===== src/rtl/ctrl_blk_pkg.sv =====
// Shared definitions for the 2-mode control block: lane encoding and word geometry.
// The read-side strobe counter reuses lane_t for its own mod-4 states.
package ctrl_blk_pkg;

   localparam int LANES  = 4;
   localparam int BYTE_W = 8;

   typedef enum logic [1:0] {
      BYTE0 = 2'd0,
      BYTE1 = 2'd1,
      BYTE2 = 2'd2,
      BYTE3 = 2'd3
   } lane_t;

   // Explicit wrap so every state has a defined successor.
   function automatic lane_t next_lane(input lane_t l);
      lane_t n;
      case (l)
         BYTE0:   n = BYTE1;
         BYTE1:   n = BYTE2;
         BYTE2:   n = BYTE3;
         BYTE3:   n = BYTE0;
         default: n = BYTE0;
      endcase
      return n;
   endfunction

endpackage


===== src/rtl/sat_cnt.sv =====
// Saturating up-counter with synchronous active-high reset.
module sat_cnt #(
   parameter int W = 16
) (
   input  logic         clk,
   input  logic         reset,
   input  logic         inc,
   output logic [W-1:0] q
);

   logic [W-1:0] cnt_q;
   logic [W-1:0] cnt_d;

   always_comb begin
      cnt_d = cnt_q;
      if (inc && (cnt_q != {W{1'b1}})) begin
         cnt_d = cnt_q + 1'b1;
      end
   end

   always_ff @(posedge clk) begin
      if (reset) begin
         cnt_q <= '0;
      end else begin
         cnt_q <= cnt_d;
      end
   end

   assign q = cnt_q;

endmodule


===== src/rtl/wr_cnt_sm.sv =====
// Write-side byte-lane packer: four bytes per word, big-endian, into a one-entry
// holding register that feeds the word FIFO; words lost to back-pressure are counted.
module wr_cnt_sm #(
   parameter int BYTE_W = ctrl_blk_pkg::BYTE_W,
   parameter int LANES  = ctrl_blk_pkg::LANES,
   parameter int CNT_W  = 16
) (
   input  logic                    clk,
   input  logic                    reset,
   input  logic                    data_ena,
   input  logic [BYTE_W-1:0]       data_in,
   input  logic                    fifo_full,
   output logic                    fifo_wr,
   output logic [LANES*BYTE_W-1:0] fifo_wdata,
   output logic [1:0]              wr_lane,
   output logic                    overflow,
   output logic [CNT_W-1:0]        words_wr,
   output logic [CNT_W-1:0]        words_drop
);

   import ctrl_blk_pkg::*;

   localparam int WORD_W = LANES * BYTE_W;

   lane_t             lane_q, lane_d;
   logic [WORD_W-1:0] asm_q, asm_d;
   logic [WORD_W-1:0] asm_merged;
   logic [WORD_W-1:0] hold_data_q, hold_data_d;
   logic              hold_valid_q, hold_valid_d;
   logic              overflow_q, overflow_d;
   logic              word_done;
   logic              drop;

   // FIFO handshake: a word transfers on a rising edge where fifo_wr=1. fifo_wr is
   // hold_valid_q & ~fifo_full, so it is never raised while the FIFO reports full
   // and it never depends on this cycle's data_ena.
   assign fifo_wr = hold_valid_q & ~fifo_full;

   assign word_done = data_ena && (lane_q == BYTE3);
   assign drop      = word_done && hold_valid_q && !fifo_wr;

   // Byte for the current lane merged into the assembly register; BYTE0 lands in the MSBs.
   always_comb begin
      asm_merged = asm_q;
      asm_merged[(LANES - 1 - int'(lane_q)) * BYTE_W +: BYTE_W] = data_in;
   end

   always_comb begin
      lane_d       = lane_q;
      asm_d        = asm_q;
      hold_data_d  = hold_data_q;
      hold_valid_d = hold_valid_q;
      overflow_d   = overflow_q;

      if (data_ena) begin
         lane_d = next_lane(lane_q);
         asm_d  = asm_merged;
      end

      // A completing word wins the hold slot whenever the slot is empty or draining.
      if (word_done && !drop) begin
         hold_data_d  = asm_merged;
         hold_valid_d = 1'b1;
      end else if (fifo_wr) begin
         hold_valid_d = 1'b0;
      end

      if (drop) begin
         overflow_d = 1'b1;
      end
   end

   always_ff @(posedge clk) begin
      if (reset) begin
         lane_q       <= BYTE0;
         asm_q        <= '0;
         hold_data_q  <= '0;
         hold_valid_q <= 1'b0;
         overflow_q   <= 1'b0;
      end else begin
         lane_q       <= lane_d;
         asm_q        <= asm_d;
         hold_data_q  <= hold_data_d;
         hold_valid_q <= hold_valid_d;
         overflow_q   <= overflow_d;
      end
   end

   sat_cnt #(.W(CNT_W)) u_words_wr (
      .clk   (clk),
      .reset (reset),
      .inc   (fifo_wr),
      .q     (words_wr)
   );

   sat_cnt #(.W(CNT_W)) u_words_drop (
      .clk   (clk),
      .reset (reset),
      .inc   (drop),
      .q     (words_drop)
   );

   assign fifo_wdata = hold_data_q;
   assign wr_lane    = lane_q;
   assign overflow   = overflow_q;

endmodule


===== config.mk =====
export PLATFORM = sky130hd
export DESIGN_NAME = wr_cnt_sm
export DESIGN_NICKNAME = d
export VERILOG_FILES = /design/src/rtl/ctrl_blk_pkg.sv /design/src/rtl/sat_cnt.sv /design/src/rtl/wr_cnt_sm.sv
export SDC_FILE = /design/constraint.sdc
export NUM_CORES = 1
export LEC_CHECK = 0
export ABC_AREA = 1
export CORE_ASPECT_RATIO = 0.6
export CORE_UTILIZATION = 54
export CTS_CLUSTER_DIAMETER = 30
export DETAILED_ROUTE_END_ITERATION = 7
export GPL_TIMING_DRIVEN = 0
export MAX_ROUTING_LAYER = met4
export PLACE_DENSITY = 0.8
export RECOVER_POWER = 50
export SLEW_MARGIN = 20
export SYNTH_ARGS = -nofsm -noshare
export SYNTH_HDL_FRONTEND = slang
export SYNTH_HIERARCHICAL = 1
export SYNTH_SLANG_ARGS = --single-unit
export TNS_END_PERCENT = 100

===== constraint.sdc =====
create_clock -name clk -period 2.2 [get_ports clk]
set_input_delay 0.22 -clock clk [delete_from_list [all_inputs] [get_ports clk]]
set_output_delay 0.22 -clock clk [all_outputs]
set_load 0.02 [all_outputs]

==> metrics.md <==
| Metric | Value |
|---|---|
| LEAKAGE | between 0.003 and 0.004 uW |
| PwrDens | ~610 nW/um^2 |
| Placed Instance Area | roughly 5900 sq um |
| Row count | 26 |
| Synth area leaders | dfxtp_1 (37%), nand2_1 (16%), nor2_1 (11%) |
| Remaining global-route overflow | 0 |
| Most frequent cells in the layout | nand2_1 (210), nor2_1 (150), inv_1 (120) |
| WS Path Type | reg -> reg |
| Clk network pwr share | 42.0% |
| Sequential cell area fraction in the yosys report | 37.0% |
| Setup crit end kind | flop |
| Slew margin rel. | a little under 50% |
| Required time of the critical path | approximately 2400 ps |
| DRC | 0 |
| Layout cells sized above 1 | between 8 and 9% |
| Htree depth | 3 |
| Post-Syn Nets | 805 |
| Ys Warns | 6 |
| Post-CTS Setup Inserts | 0 |
| Layout filler cell count | 693 |
| Vias in the first global route | between 4000 and 5000 |
| N_diodes | 0 |
| Crit-path max cell delay | 470 ps |
| Initial core utilization | between 50% and 60% |
| Layout Utilization | 70.9% |
| Initial antenna violation count | 0 |
| Post-route clock period utilization | a little over nine tenths |
| Final setup viols | 0 |
| Register share of total power | between 40% and 50% |
| Maximum number of pins on one net before global-route repair | 15 |
| FF/Latch Area | 1840 sq um |
| Fin area | around 6200 sq um |
| Worst path cell trace | ha_2 > nand2_4 > inv_4 > nand2_1 > inv_1 > buf_2 > nand3_1 > or2_0 > nor2_1 > nand3_1 > nand2_1 > nor2_1 |
| Worst Hold Class | in -> reg |
| Routed vias/inst | ~5.2 |
| CTS tree | built |
| Fmax | a little under 500 MHz |
| Synth Cell Area | roughly 5000 sq um |
| Commonest non-fill, non-tap cell in the layout | nand2_1 |
| Worst vdd ir | roughly 510 uV |
| Met2 wire length | a little under 6 mm |
| Logic gate share of total power | 11.6% |
| Yosys top cell by area | dfxtp_1 |
| RSZ-0062 raised after global routing | false |
| Skew final | 4.56 ps |
| Clk sink count | 92 |
| Setup TNS | 0 ps |
| Outcome | completed |
| Net Sw Power | between 900 and 1000 uW |
| Vias | 5183 |
| Top sig layer | met4 |
| Bufs on Longest Clock Path | 2 |
| First-pass GRT wire length | approximately 22 mm |
| CP Max Fanout | 8 |
| DRT Pass-1 Iters | 5 |
| Avg Cell Area, Syn | about 6.3 sq um |
| Worst-skew pair later-pin latency | ~340 ps |
| M1 wire length | 6.29 mm |
| GRT Resource Usage Total | between 20 and 30% |
| Metal3 WL | 937 microns |
| Synthesis-to-layout area growth | 24.2% |
| Final net count | ~900 |
| TritonCTS Buffers | 9 |
| WL/cell | between 10 and 15 microns |
| Arrival @ worst endpoint | ~2300 ps |
| Crit path buf inv count | 3 |
| Fin. max-slew vios | 0 |
| Detailed Place HPWL | approximately 9.8 mm |
| Sw frac | 25.6% |
| Routed Antenna Nets | 0 |
| Initial drt markers | 434 |
| Int Pwr | between 2000 and 3000 uW |
| Least-Margin Pin Slew | between 700 and 800 ps |
| Distinct cells, synth | 27 |
| CTS clock-pin slew for the worst setup and hold paths | about 60 ps |
| Syn Inst Count | around 800 |
| Post-Route WL | between 10 and 15 mm |
| Minimum clock period | 2060 ps |
| CP delay by family, top | simple AND/OR/NAND/NOR gates |
| Die extent in x | ~130 microns |
| Area of the multi-input gates | 2470 sq um |
| Final Hold Vio Count | 0 |
| Gp weighted congestion | between 0.9 and 1 |
| Maxcap violations | 0 |
| Die area | 9610 sq um |
| Core area | roughly 8700 sq um |
| #FFs+latches synth | 92 |
| Die Span Y | 76.3 microns |
| Startpoint Class | flop |
| Buffers on Ports | between 70 and 80 |
| Area share of the largest cell type after synthesis | between 30% and 40% |
| Clock root cell | clkbuf_16 |
| CP max-delay cell | dfxtp_1 |
| I/O Pins | 80 |
layout make-up:
cell class	instances	share of cell area [%]
Buffer	27	2.82
Timing Repair Buffer	78	12.6
Clock inverter	4	0.770
Clock buffer	12	4.15
Inverter	123	7.56
Tap cell	112	2.27
Sequential cell	92	29.8
Multi-Input combinational cell	542	40.0
state kept, by name, indices dropped and copies added, names as in the netlist:
register	cells
fifo_wdata	32
asm_q	24
u_words_drop/q	16
u_words_wr/q	16
wr_lane	2
hold_valid_q	1
overflow	1
power by group through the flow:
stage | sequential [uW] | clock [uW] | combinational (uW)
global placement | 1780 | 0 | 415
floorplan | 1800 | 0 | 270
finish | 1750 | 1590 | 438
global route | 1750 | 1690 | 484
CTS | 1750 | 1610 | 436
detailed placement | 1790 | 0 | 432
logic make-up (layout without fill, tap and decap cells):
family,count (synthesis),in the layout,share of synthesized area (%)
AO/OA/AOI/OAI,51,51,5.89
flip-flops,92,92,37.0
adder cells (fa/ha/maj),9,9,2.26
buffers and inverters,150,244,12.9
AND/OR/NAND/NOR,482,482,41.9
routing by layer:
metal,vias to the layer above,track usage (%)
li1,2557,-
met1,2395,38.8
met2,212,45.9
met3,19,6.25
met4,0,8.19
met5,-,-
synthesized netlist by cell type:
| cell | number |
|---|---|
| buf_2 | 8 |
| nand2_1 | 210 |
| ha_1 | 9 |
| clkinv_1 | 1 |
| dfxtp_1 | 92 |
| or2_0 | 2 |
| nor2_4 | 5 |
| nor2_1 | 146 |
| buf_1 | 2 |
| o21ai_1 | 2 |
| nor3_1 | 2 |
| a21oi_1 | 31 |
| inv_1 | 119 |
| nor2_8 | 2 |
| a21oi_2 | 10 |
| nor2_2 | 22 |
| nand2_2 | 5 |
| inv_2 | 1 |
| o21ai_0 | 8 |
| nand4_1 | 6 |
| buf_4 | 1 |
| clkbuf_1 | 7 |
| buf_6 | 7 |
| nand3_1 | 80 |
| nand2_4 | 2 |
| clkbuf_4 | 2 |
| inv_4 | 2 |
through the flow:
step / hold slack [ps] / setup slack (ps) / instances / power, uW
after floorplan: 420 / 218 / 784 / 2070
after global placement: 459 / 45.3 / 974 / 2200
after detailed placement: 478 / -29.7 / 974 / 2220
after CTS: 208 / 40.3 / 990 / 3800
after global routing: 229 / 6.78 / 990 / 3930
final: 213 / 140 / 990 / 3770
repair_timing:
item | in CTS | in global routing
endpoints found under the hold margin | 0 | 0
gates resized for setup | 1 | 4
hold buffers | 0 | 0
setup endpoints to repair | 16 | 56
worst reg2reg max path: cells and delay by family, from the launching register on:
kind                     cells  cell delay, ps
adder cells (fa/ha/maj)      1             330
buffers and inverters        3             330
flip-flops                   1             470
AND/OR/NAND/NOR              8             810
final timing paths:
path                   endpoint  slack (ps)       start  cells after the start
max          u_words_drop/q[13]         140  wr_lane[1]                     12
max reg2reg  u_words_drop/q[13]         140  wr_lane[1]                     12
min reg2reg            overflow         490    overflow                      2
min                hold_valid_q         210    data_ena                      3
No activity file was read; power rests on OpenSTA's default activity.
